===== src/rtl/conv_layer_sched.sv =====
// Descriptor-table sequencer for the conv/maxpool datapath: start->cnt_en 2 cycles, result_done->clear 1 cycle.
// Pulse-driven, no backpressure. Optional watchdog (err) with `define CONV_SCHED_WDOG_EN.
module conv_layer_sched #(
    parameter int NUM_LAYERS = 3,
    parameter int DIM_W      = 9,
    parameter int WDOG_W     = 20
) (
    input  logic             clk,
    input  logic             rst,
    input  logic             i_start,
    input  logic             i_abort,
    input  logic             i_cfg_we,
    input  logic [1:0]       i_cfg_idx,
    input  logic [DIM_W-1:0] i_cfg_ht_sm,
    input  logic [DIM_W-1:0] i_cfg_wt_sm,
    input  logic [DIM_W-1:0] i_cfg_ht_lg,
    input  logic [DIM_W-1:0] i_cfg_wt_lg,
    input  logic [1:0]       i_cfg_sel,
    input  logic             i_cfg_mode,
    input  logic             i_scan_done,
    input  logic             i_result_done,
    output logic [DIM_W-1:0] o_ht_sm,
    output logic [DIM_W-1:0] o_wt_sm,
    output logic [DIM_W-1:0] o_ht_lg,
    output logic [DIM_W-1:0] o_wt_lg,
    output logic [1:0]       o_sel,
    output logic             o_cnt_en_l1,
    output logic             o_cnt_en_l2,
    output logic             o_conv_en,
    output logic             o_wr_en,
    output logic             o_clear,
    output logic [1:0]       o_layer_idx,
    output logic             o_busy,
    output logic             o_done,
    output logic             o_err
);

    typedef enum logic [2:0] {S_IDLE, S_LOAD, S_RUN, S_DRAIN, S_CLEAR, S_NEXT} state_t;

    localparam logic [1:0] LAST_IDX = 2'(NUM_LAYERS - 1);

    // Table is always 4 deep; entries at or above NUM_LAYERS are never written and stay zero.
    logic [DIM_W-1:0] r_tab_ht_sm [4];
    logic [DIM_W-1:0] r_tab_wt_sm [4];
    logic [DIM_W-1:0] r_tab_ht_lg [4];
    logic [DIM_W-1:0] r_tab_wt_lg [4];
    logic [1:0]       r_tab_sel   [4];
    logic             r_tab_mode  [4];

    state_t           r_state, w_state;
    logic [DIM_W-1:0] r_ht_sm, r_wt_sm, r_ht_lg, r_wt_lg;
    logic [DIM_W-1:0] w_ht_sm, w_wt_sm, w_ht_lg, w_wt_lg;
    logic [1:0]       r_sel, w_sel, r_layer_idx, w_layer_idx;
    logic             r_mode, w_mode;
    logic             r_cnt_en_l1, w_cnt_en_l1, r_cnt_en_l2, w_cnt_en_l2;
    logic             r_conv_en, w_conv_en, r_wr_en, w_wr_en, r_clear, w_clear;
    logic             r_busy, w_busy, r_done, w_done;
    logic             r_pend, w_pend, r_aborted, w_aborted;
    logic             w_kill, w_abort, w_wdog_fire, w_cfg_ok;

    logic [DIM_W-1:0] w_ent_ht_sm, w_ent_wt_sm, w_ent_ht_lg, w_ent_wt_lg;
    logic [1:0]       w_ent_sel;
    logic             w_ent_mode;

    assign w_cfg_ok = i_cfg_we && !r_busy && ({1'b0, i_cfg_idx} < 3'(NUM_LAYERS));

    always_ff @(posedge clk) begin
        if (rst) begin
            for (int i = 0; i < 4; i++) begin
                r_tab_ht_sm[i] <= '0;
                r_tab_wt_sm[i] <= '0;
                r_tab_ht_lg[i] <= '0;
                r_tab_wt_lg[i] <= '0;
                r_tab_sel[i]   <= '0;
                r_tab_mode[i]  <= 1'b0;
            end
        end else if (w_cfg_ok) begin
            r_tab_ht_sm[i_cfg_idx] <= i_cfg_ht_sm;
            r_tab_wt_sm[i_cfg_idx] <= i_cfg_wt_sm;
            r_tab_ht_lg[i_cfg_idx] <= i_cfg_ht_lg;
            r_tab_wt_lg[i_cfg_idx] <= i_cfg_wt_lg;
            r_tab_sel[i_cfg_idx]   <= i_cfg_sel;
            r_tab_mode[i_cfg_idx]  <= i_cfg_mode;
        end
    end

    assign w_ent_ht_sm = r_tab_ht_sm[r_layer_idx];
    assign w_ent_wt_sm = r_tab_wt_sm[r_layer_idx];
    assign w_ent_ht_lg = r_tab_ht_lg[r_layer_idx];
    assign w_ent_wt_lg = r_tab_wt_lg[r_layer_idx];
    assign w_ent_sel   = r_tab_sel[r_layer_idx];
    assign w_ent_mode  = r_tab_mode[r_layer_idx];

    assign w_abort = i_abort || w_wdog_fire;

    always_comb begin
        w_state     = r_state;
        w_ht_sm     = r_ht_sm;
        w_wt_sm     = r_wt_sm;
        w_ht_lg     = r_ht_lg;
        w_wt_lg     = r_wt_lg;
        w_sel       = r_sel;
        w_mode      = r_mode;
        w_cnt_en_l1 = r_cnt_en_l1;
        w_cnt_en_l2 = r_cnt_en_l2;
        w_conv_en   = r_conv_en;
        w_wr_en     = r_wr_en;
        w_clear     = 1'b0;
        w_layer_idx = r_layer_idx;
        w_busy      = r_busy;
        w_done      = r_done;
        w_pend      = r_pend;
        w_aborted   = r_aborted;
        w_kill      = 1'b0;

        case (r_state)
            S_IDLE: begin
                if (i_start) begin
                    w_state     = S_LOAD;
                    w_layer_idx = '0;
                    w_busy      = 1'b1;
                    w_done      = 1'b0;
                    w_pend      = 1'b0;
                    w_aborted   = 1'b0;
                end
            end
            S_LOAD: begin
                if (w_abort) begin
                    w_kill = 1'b1;
                end else if (w_ent_ht_sm == '0) begin
                    w_state = S_IDLE;
                    w_done  = 1'b1;
                    w_busy  = 1'b0;
                    w_sel   = '0;
                end else begin
                    w_state     = S_RUN;
                    w_ht_sm     = w_ent_ht_sm;
                    w_wt_sm     = w_ent_wt_sm;
                    w_ht_lg     = w_ent_ht_lg;
                    w_wt_lg     = w_ent_wt_lg;
                    w_sel       = w_ent_sel;
                    w_mode      = w_ent_mode;
                    w_wr_en     = 1'b1;
                    w_cnt_en_l1 = !w_ent_mode;
                    w_cnt_en_l2 = w_ent_mode;
                    w_conv_en   = 1'b1;
                    w_pend      = 1'b0;
                end
            end
            S_RUN: begin
                if (w_abort) begin
                    w_kill = 1'b1;
                end else begin
                    // An early result_done must not be lost while the scan finishes.
                    if (i_result_done) begin
                        w_pend = 1'b1;
                    end
                    if (i_scan_done) begin
                        w_state     = S_DRAIN;
                        w_cnt_en_l1 = 1'b0;
                        w_cnt_en_l2 = 1'b0;
                        if (!r_mode) begin
                            w_conv_en = 1'b0;
                        end
                    end
                end
            end
            S_DRAIN: begin
                if (w_abort) begin
                    w_kill = 1'b1;
                end else if (i_result_done || r_pend) begin
                    w_state   = S_CLEAR;
                    w_clear   = 1'b1;
                    w_wr_en   = 1'b0;
                    w_conv_en = 1'b0;
                end
            end
            S_CLEAR: begin
                if (i_abort || r_aborted) begin
                    w_state = S_IDLE;
                    w_busy  = 1'b0;
                    w_done  = 1'b0;
                    w_sel   = '0;
                end else begin
                    w_state = S_NEXT;
                end
            end
            S_NEXT: begin
                if (i_abort) begin
                    w_state = S_IDLE;
                    w_busy  = 1'b0;
                    w_done  = 1'b0;
                    w_sel   = '0;
                end else if (r_layer_idx == LAST_IDX) begin
                    w_state = S_IDLE;
                    w_busy  = 1'b0;
                    w_done  = 1'b1;
                    w_sel   = '0;
                end else begin
                    w_state     = S_LOAD;
                    w_layer_idx = r_layer_idx + 2'd1;
                end
            end
            default: w_state = S_IDLE;
        endcase

        if (w_kill) begin
            w_state     = S_CLEAR;
            w_aborted   = 1'b1;
            w_clear     = 1'b1;
            w_cnt_en_l1 = 1'b0;
            w_cnt_en_l2 = 1'b0;
            w_conv_en   = 1'b0;
            w_wr_en     = 1'b0;
        end
    end

    always_ff @(posedge clk) begin
        if (rst) begin
            r_state     <= S_IDLE;
            r_ht_sm     <= '0;
            r_wt_sm     <= '0;
            r_ht_lg     <= '0;
            r_wt_lg     <= '0;
            r_sel       <= '0;
            r_mode      <= 1'b0;
            r_cnt_en_l1 <= 1'b0;
            r_cnt_en_l2 <= 1'b0;
            r_conv_en   <= 1'b0;
            r_wr_en     <= 1'b0;
            r_clear     <= 1'b0;
            r_layer_idx <= '0;
            r_busy      <= 1'b0;
            r_done      <= 1'b0;
            r_pend      <= 1'b0;
            r_aborted   <= 1'b0;
        end else begin
            r_state     <= w_state;
            r_ht_sm     <= w_ht_sm;
            r_wt_sm     <= w_wt_sm;
            r_ht_lg     <= w_ht_lg;
            r_wt_lg     <= w_wt_lg;
            r_sel       <= w_sel;
            r_mode      <= w_mode;
            r_cnt_en_l1 <= w_cnt_en_l1;
            r_cnt_en_l2 <= w_cnt_en_l2;
            r_conv_en   <= w_conv_en;
            r_wr_en     <= w_wr_en;
            r_clear     <= w_clear;
            r_layer_idx <= w_layer_idx;
            r_busy      <= w_busy;
            r_done      <= w_done;
            r_pend      <= w_pend;
            r_aborted   <= w_aborted;
        end
    end

`ifdef CONV_SCHED_WDOG_EN
    logic [WDOG_W-1:0] r_wdog;
    logic              r_err;

    assign w_wdog_fire = ((r_state == S_RUN) || (r_state == S_DRAIN)) && (&r_wdog);

    // Restarts on every entry into RUN or DRAIN so each wait is bounded separately.
    always_ff @(posedge clk) begin
        if (rst) begin
            r_wdog <= '0;
        end else if (((w_state == S_RUN) || (w_state == S_DRAIN)) && (w_state != r_state)) begin
            r_wdog <= '0;
        end else if ((r_state == S_RUN) || (r_state == S_DRAIN)) begin
            r_wdog <= r_wdog + WDOG_W'(1);
        end
    end

    always_ff @(posedge clk) begin
        if (rst) begin
            r_err <= 1'b0;
        end else if ((r_state == S_IDLE) && i_start) begin
            r_err <= 1'b0;
        end else if (w_wdog_fire) begin
            r_err <= 1'b1;
        end
    end

    assign o_err = r_err;
`else
    assign w_wdog_fire = 1'b0;
    assign o_err       = 1'b0;
`endif

    assign o_ht_sm     = r_ht_sm;
    assign o_wt_sm     = r_wt_sm;
    assign o_ht_lg     = r_ht_lg;
    assign o_wt_lg     = r_wt_lg;
    assign o_sel       = r_sel;
    assign o_cnt_en_l1 = r_cnt_en_l1;
    assign o_cnt_en_l2 = r_cnt_en_l2;
    assign o_conv_en   = r_conv_en;
    assign o_wr_en     = r_wr_en;
    assign o_clear     = r_clear;
    assign o_layer_idx = r_layer_idx;
    assign o_busy      = r_busy;
    assign o_done      = r_done;

endmodule


===== config.mk =====
export PLATFORM = sky130hd
export DESIGN_NAME = conv_layer_sched
export DESIGN_NICKNAME = d
export VERILOG_FILES = /design/src/rtl/conv_layer_sched.sv
export SDC_FILE = /design/constraint.sdc
export NUM_CORES = 1
export LEC_CHECK = 0
export CAP_MARGIN = 20
export CELL_PAD_IN_SITES_DETAIL_PLACEMENT = 1
export CELL_PAD_IN_SITES_GLOBAL_PLACEMENT = 1
export CORE_MARGIN = 2
export CORE_UTILIZATION = 42
export DETAILED_ROUTE_END_ITERATION = 7
export PLACE_DENSITY = 0.75
export SYNTH_ARGS = -nofsm -noshare
export SYNTH_HDL_FRONTEND = slang
export SYNTH_SLANG_ARGS = --single-unit

===== constraint.sdc =====
create_clock -name clk -period 2.7 [get_ports clk]
set_clock_uncertainty 0.1 [all_clocks]
set_input_delay 0.54 -clock clk [delete_from_list [all_inputs] [get_ports clk]]
set_output_delay 0.54 -clock clk [all_outputs]
set_load 0.05 [all_outputs]

---- After elaboration in Yosys (flattened, before gate mapping) ----
Memories as Yosys holds them, arrays and structs flattened. A register that Yosys moved wholly into a read port is not among the register bits.
Index checks and enable logic that the tools add are counted.
operators by class
  add/subtract/negate cells ............... 1
  order comparisons ....................... 1
  equality and inequality tests ........... 26
  multiplexer cells ....................... 94
  bitwise gates (word level) .............. 2
  reductions and logical operators ........ 36
operators by type and width
  operator              count
  $mux W1               50
  $mux W2               22
  $mux W9               4
  $reduce_or A9 Y1      4
  $ne A2 B2 Y1 const B  13
  $mux W3               8
  $reduce_and A6 Y1     4
  $ne A3 B3 Y1 const B  7
  $pmux W3 S6           1
  $reduce_and A5 Y1     2
  $reduce_bool A2 Y1    5
  $logic_not A9 Y1      1
  $reduce_bool A3 Y1    3
  $pmux W1 S4           2
  $reduce_and A4 Y1     2
  $reduce_and A8 Y1     1
  $eq A3 B2 Y1 const B  2
  $eq A3 B3 Y1 const B  2
  $pmux W1 S2           3
  $pmux W1 S3           2
  $pmux W2 S3           1
  $pmux W2 S2           1
  $reduce_bool A4 Y1    1
  $reduce_or A2 Y1      2
  other kinds (13)      17
word-level totals
  flip-flop bits (word level) ............. 26
  memory bits (writable) .................. 156
  logic and storage cells ................. 181
  memories ................................ 6
memory list
  name         depth  width  rd ports  clocked after Yosys merged registers in  write ports  line  RTL
  r_tab_ht_lg  4      9      1         1                                        4            45    logic [DIM_W-1:0] r_tab_ht_lg [4];
  r_tab_ht_sm  4      9      1         1                                        4            43    logic [DIM_W-1:0] r_tab_ht_sm [4];
  r_tab_wt_lg  4      9      1         1                                        4            46    logic [DIM_W-1:0] r_tab_wt_lg [4];
  r_tab_wt_sm  4      9      1         1                                        4            44    logic [DIM_W-1:0] r_tab_wt_sm [4];
  r_tab_sel    4      2      1         1                                        4            47    logic [1:0] r_tab_sel [4];
  r_tab_mode   4      1      1         1                                        4            48    logic r_tab_mode [4];

---- Logic depth before layout (Yosys ltp) ----
  depth after elaboration ................. 8
  mapped depth ............................ 8

---- Worst setup path before layout ----
No wires, ideal clock.
  kind .................................... input -> register
  from .................................... input rst
  to ...................................... memory r_tab_ht_lg[2][0] (enable)
  arrival time ............................ 2321 ps
  data required time ...................... 2221 ps
  setup slack ............................. -100 ps
  stages on the path ...................... 5
  path buffers ............................ 2
  cell sequence ........................... clkbuf_1 -> or3b_2 -> nor3b_1 -> clkbuf_1 -> or2_2
RTL lines
  what             line  RTL
  start, declared  9     input logic rst,
  end, declared    45

==> run summary <==
- **Max-cap violations** 0
- **power per unit of standard cell area** 728 mW/mm^2
- **cell-by-cell listing of the critical path** buf_12, mux4_2, or4_4, or3_4, a311o_1, a31oi_1
- **clock latency on the worst-skew pair** 0.51 ns
- **VDD IR-drop max** 434 uV
- **Clk Tree Root Cell** sky130_fd_sc_hd__clkbuf_16
- **footprint of the multi-input gates** 0.00304 mm^2
- **initial detailed-routing violation count** 292
- **commonest cells after routing, fill and taps aside** sky130_fd_sc_hd__and2_1 (156), sky130_fd_sc_hd__edfxtp_1 (156), sky130_fd_sc_hd__clkdlybuf4s50_1 (92)
- **Storage cell area** 0.00579 mm^2
- **Routed Wire Length** 22.7 mm
- **vertical die dimension** 150 um
- **number of placement rows** 53
- **ratio of cells with drive above 1 in the final layout** 15.6%
- **number of slew-limit violations in the final report** 0
- **sort of element at the end of the critical path** register
- **Synth-to-Final Area Change** 25.4%
- **drt wl/cell** 21.1 um
- **post-synthesis cell count** 677
- **initial cell density of the core** 42.7%
- **cell area after technology mapping** 0.00897 mm^2
- **number of enable-type register cells in the synthesized netlist** 156
- **crit path max-delay cell type** sky130_fd_sc_hd__or4_4
- **most common flop cell mapped by yosys** sky130_fd_sc_hd__edfxtp_1
- **worst path setup slack after routing** 0.0168 ns
- **arrival time worst endpoint** 3.02 ns
- **dpl ws** -0.0679 ns
- **worst-case clock buffer depth** 3
- **Cell Area, Placed** 0.0105 mm^2
- **slew at the pin closest to its max-slew limit** 0.747 ns
- **summed negative setup slack over all endpoints** 0 ns
- **final hold violation count** 0
- **total number of yosys warnings** 0
- **Syn Nets** 726
- **overall die area** 0.0226 mm^2
- **path class of the lowest-slack min-delay path** register to register
- **first-pass detailed-route iteration total** 6
- **gp weighted congestion** 0.808
- **number of nets in the layout** 833
- **final worst path period need** 2.68 ns
- **type of the worst setup path** register to register
- **final period utilization** 99.4%
- **proportion of synthesized flip-flops having asynchronous set or reset** 0%
- **post-detailed-placement half-perimeter wirelength** 14.5 mm
- **# DRC** 0
- **Die Width** 150 um
- **number of sinks handled by clock tree synthesis** 211
- **count of final setup violators** 0
- **leakage power** 3.98 nW
- **count of fill cells added during filler insertion** 2078
- **Unique masters post-synth** 48
- **normalized max-slew margin** 50.2%
- **total CTS buffers** 23
- **Hold Buf Count CTS** 0
- **delay of the slowest cell on the worst path** 0.60 ns
- **setup repair after global routing missed its margin** yes
- **average cell area after synthesis** 13.3 um^2
- **DRT antenna net count** 0
- **via total after detailed routing** 5774
- **number of top-level pins** 96
- **status** completed
- **clock tree from TritonCTS** done
- **Overall Global Routing Usage** 20.7%
- **via count of the first global-routing pass** 6473
- **required arrival time at the worst endpoint** 3.03 ns
- **global-route wire length before repair** 35.5 mm
- **Startpoint Class** register
- **Clk pin slew, worst setup/hold paths** 0.06 ns
- **placeable core area** 0.0210 mm^2
- **worst-path maximum fanout** 6
- **final design area excluding fillers** 0.0113 mm^2
- **count of input and output buffers** 94
- **largest net degree at the start of global routing** 56
- **number of antenna violations at the first check in global routing** 0
- **sequential cell area fraction in the yosys report** 64.5%
- **total power of the final layout** 8.19 mW
- **number of synthesized register bits** 211
- **CTS H-tree depth** 1
- **aggregate global routing overflow** 0
- **vias per cell** 5.37
- **highest clock rate** 373 MHz
per-stage QoR:
step	std cells	util, %	hold WS, ns
3_3_place_gp	1031	50.0	0.346
6_report	1076	53.5	0.358
3_5_place_dp	1031	50.0	0.354
4_1_cts	1072	53.2	0.362
2_1_floorplan	677	-	0.336
5_1_grt	1075	53.5	0.384
cell type report:
type	instances	area share (%)
Clock buffer	34	5.48
Timing Repair Buffer	131	12.5
Inverter	7	0.234
Clock inverter	7	0.300
Tap cell	275	3.06
Multi-Input combinational cell	410	27.0
Antenna cell	1	0.0222
Sequential cell	211	51.5
routing by layer:
layer  GRT usage (%)  wire length (um)  vias up
li1                -                 -     2639
met1            25.9              9210     2929
met2            37.7             11900      171
met3            2.70              1130       35
met4            5.71               435        0
met5               0                 0        -
critical path: cells and delay by family (launching register included):
family          cells  cell delay (ns)
mux                 1             0.54
simple gates        2             1.00
buf+inv             1             0.12
compound gates      2             0.49
flops               1             0.34
what timing repair did:
| item | in CTS | in global routing |
|---|---|---|
| setup endpoints to repair | 8 | 14 |
| pin swaps | 0 | 1 |
| gates resized for setup | 8 | 6 |
| cloned | 0 | 1 |
| setup buffers | 0 | 2 |
synth_stat cells (all sizes together) (2+ instances only):
master	n	area, um^2
buf	12	62.6
clkbuf	37	139
and3	2	12.5
nor3b	4	30.0
nor2b	4	25.0
inv	7	26.3
mux4	39	882
o21ai	6	30.0
or3	3	18.8
nand2	79	297
nor4b	2	17.5
mux2i	3	30.0
edfxtp	156	4680
a21oi	46	230
o21a	2	15.0
nor3	3	15.0
a22oi	2	15.0
or4	2	18.8
o31ai	2	15.0
a31oi	8	50.1
or3b	2	17.5
nand2b	3	18.8
or2	4	25.0
dfxtp	55	1100
a21o	2	15.0
nor2	20	75.1
and2	156	976
where the power goes:
group / total [mW] / internal [mW] / switching [mW] / leakage (nW)
logic: 1.54 / 0.609 / 0.931 / 1.61
clock network: 2.79 / 1.58 / 1.21 / 0.315
registers: 3.86 / 3.74 / 0.121 / 2.06
total: 8.19 / 5.92 / 2.27 / 3.98
path summary, 6_finish.rpt:
| path | from | end | slack, ns | cells after the start |
|---|---|---|---|---|
| setup / recovery | register | o_cnt_en_l2 | 0.02 | 6 |
| hold / removal | o_wt_lg[6] | o_wt_lg[6] | 0.36 | 2 |
| setup reg to reg | register | o_cnt_en_l2 | 0.02 | 6 |
| hold reg to reg | o_wt_lg[6] | o_wt_lg[6] | 0.36 | 2 |
logic make-up after synthesis:
group	synth area share [%]
compound gates	5.10
simple gates	17.5
fa+ha+maj	0.139
flops	64.5
other cells	0.0418
mux	10.2
buf+inv	2.54
sequential cells by signal, summed over array words and instances (netlist names), 2 cells and up, named ones only:
signal / cells
r_tab_mode: 4
o_layer_idx: 2
o_ht_sm: 9
r_tab_ht_sm: 36
r_state: 3
o_ht_lg: 9
r_tab_ht_lg: 36
r_tab_sel: 8
r_tab_wt_lg: 36
o_sel: 2
o_wt_lg: 9
r_tab_wt_sm: 36
o_wt_sm: 9
(Power assumes the default switching activity.)
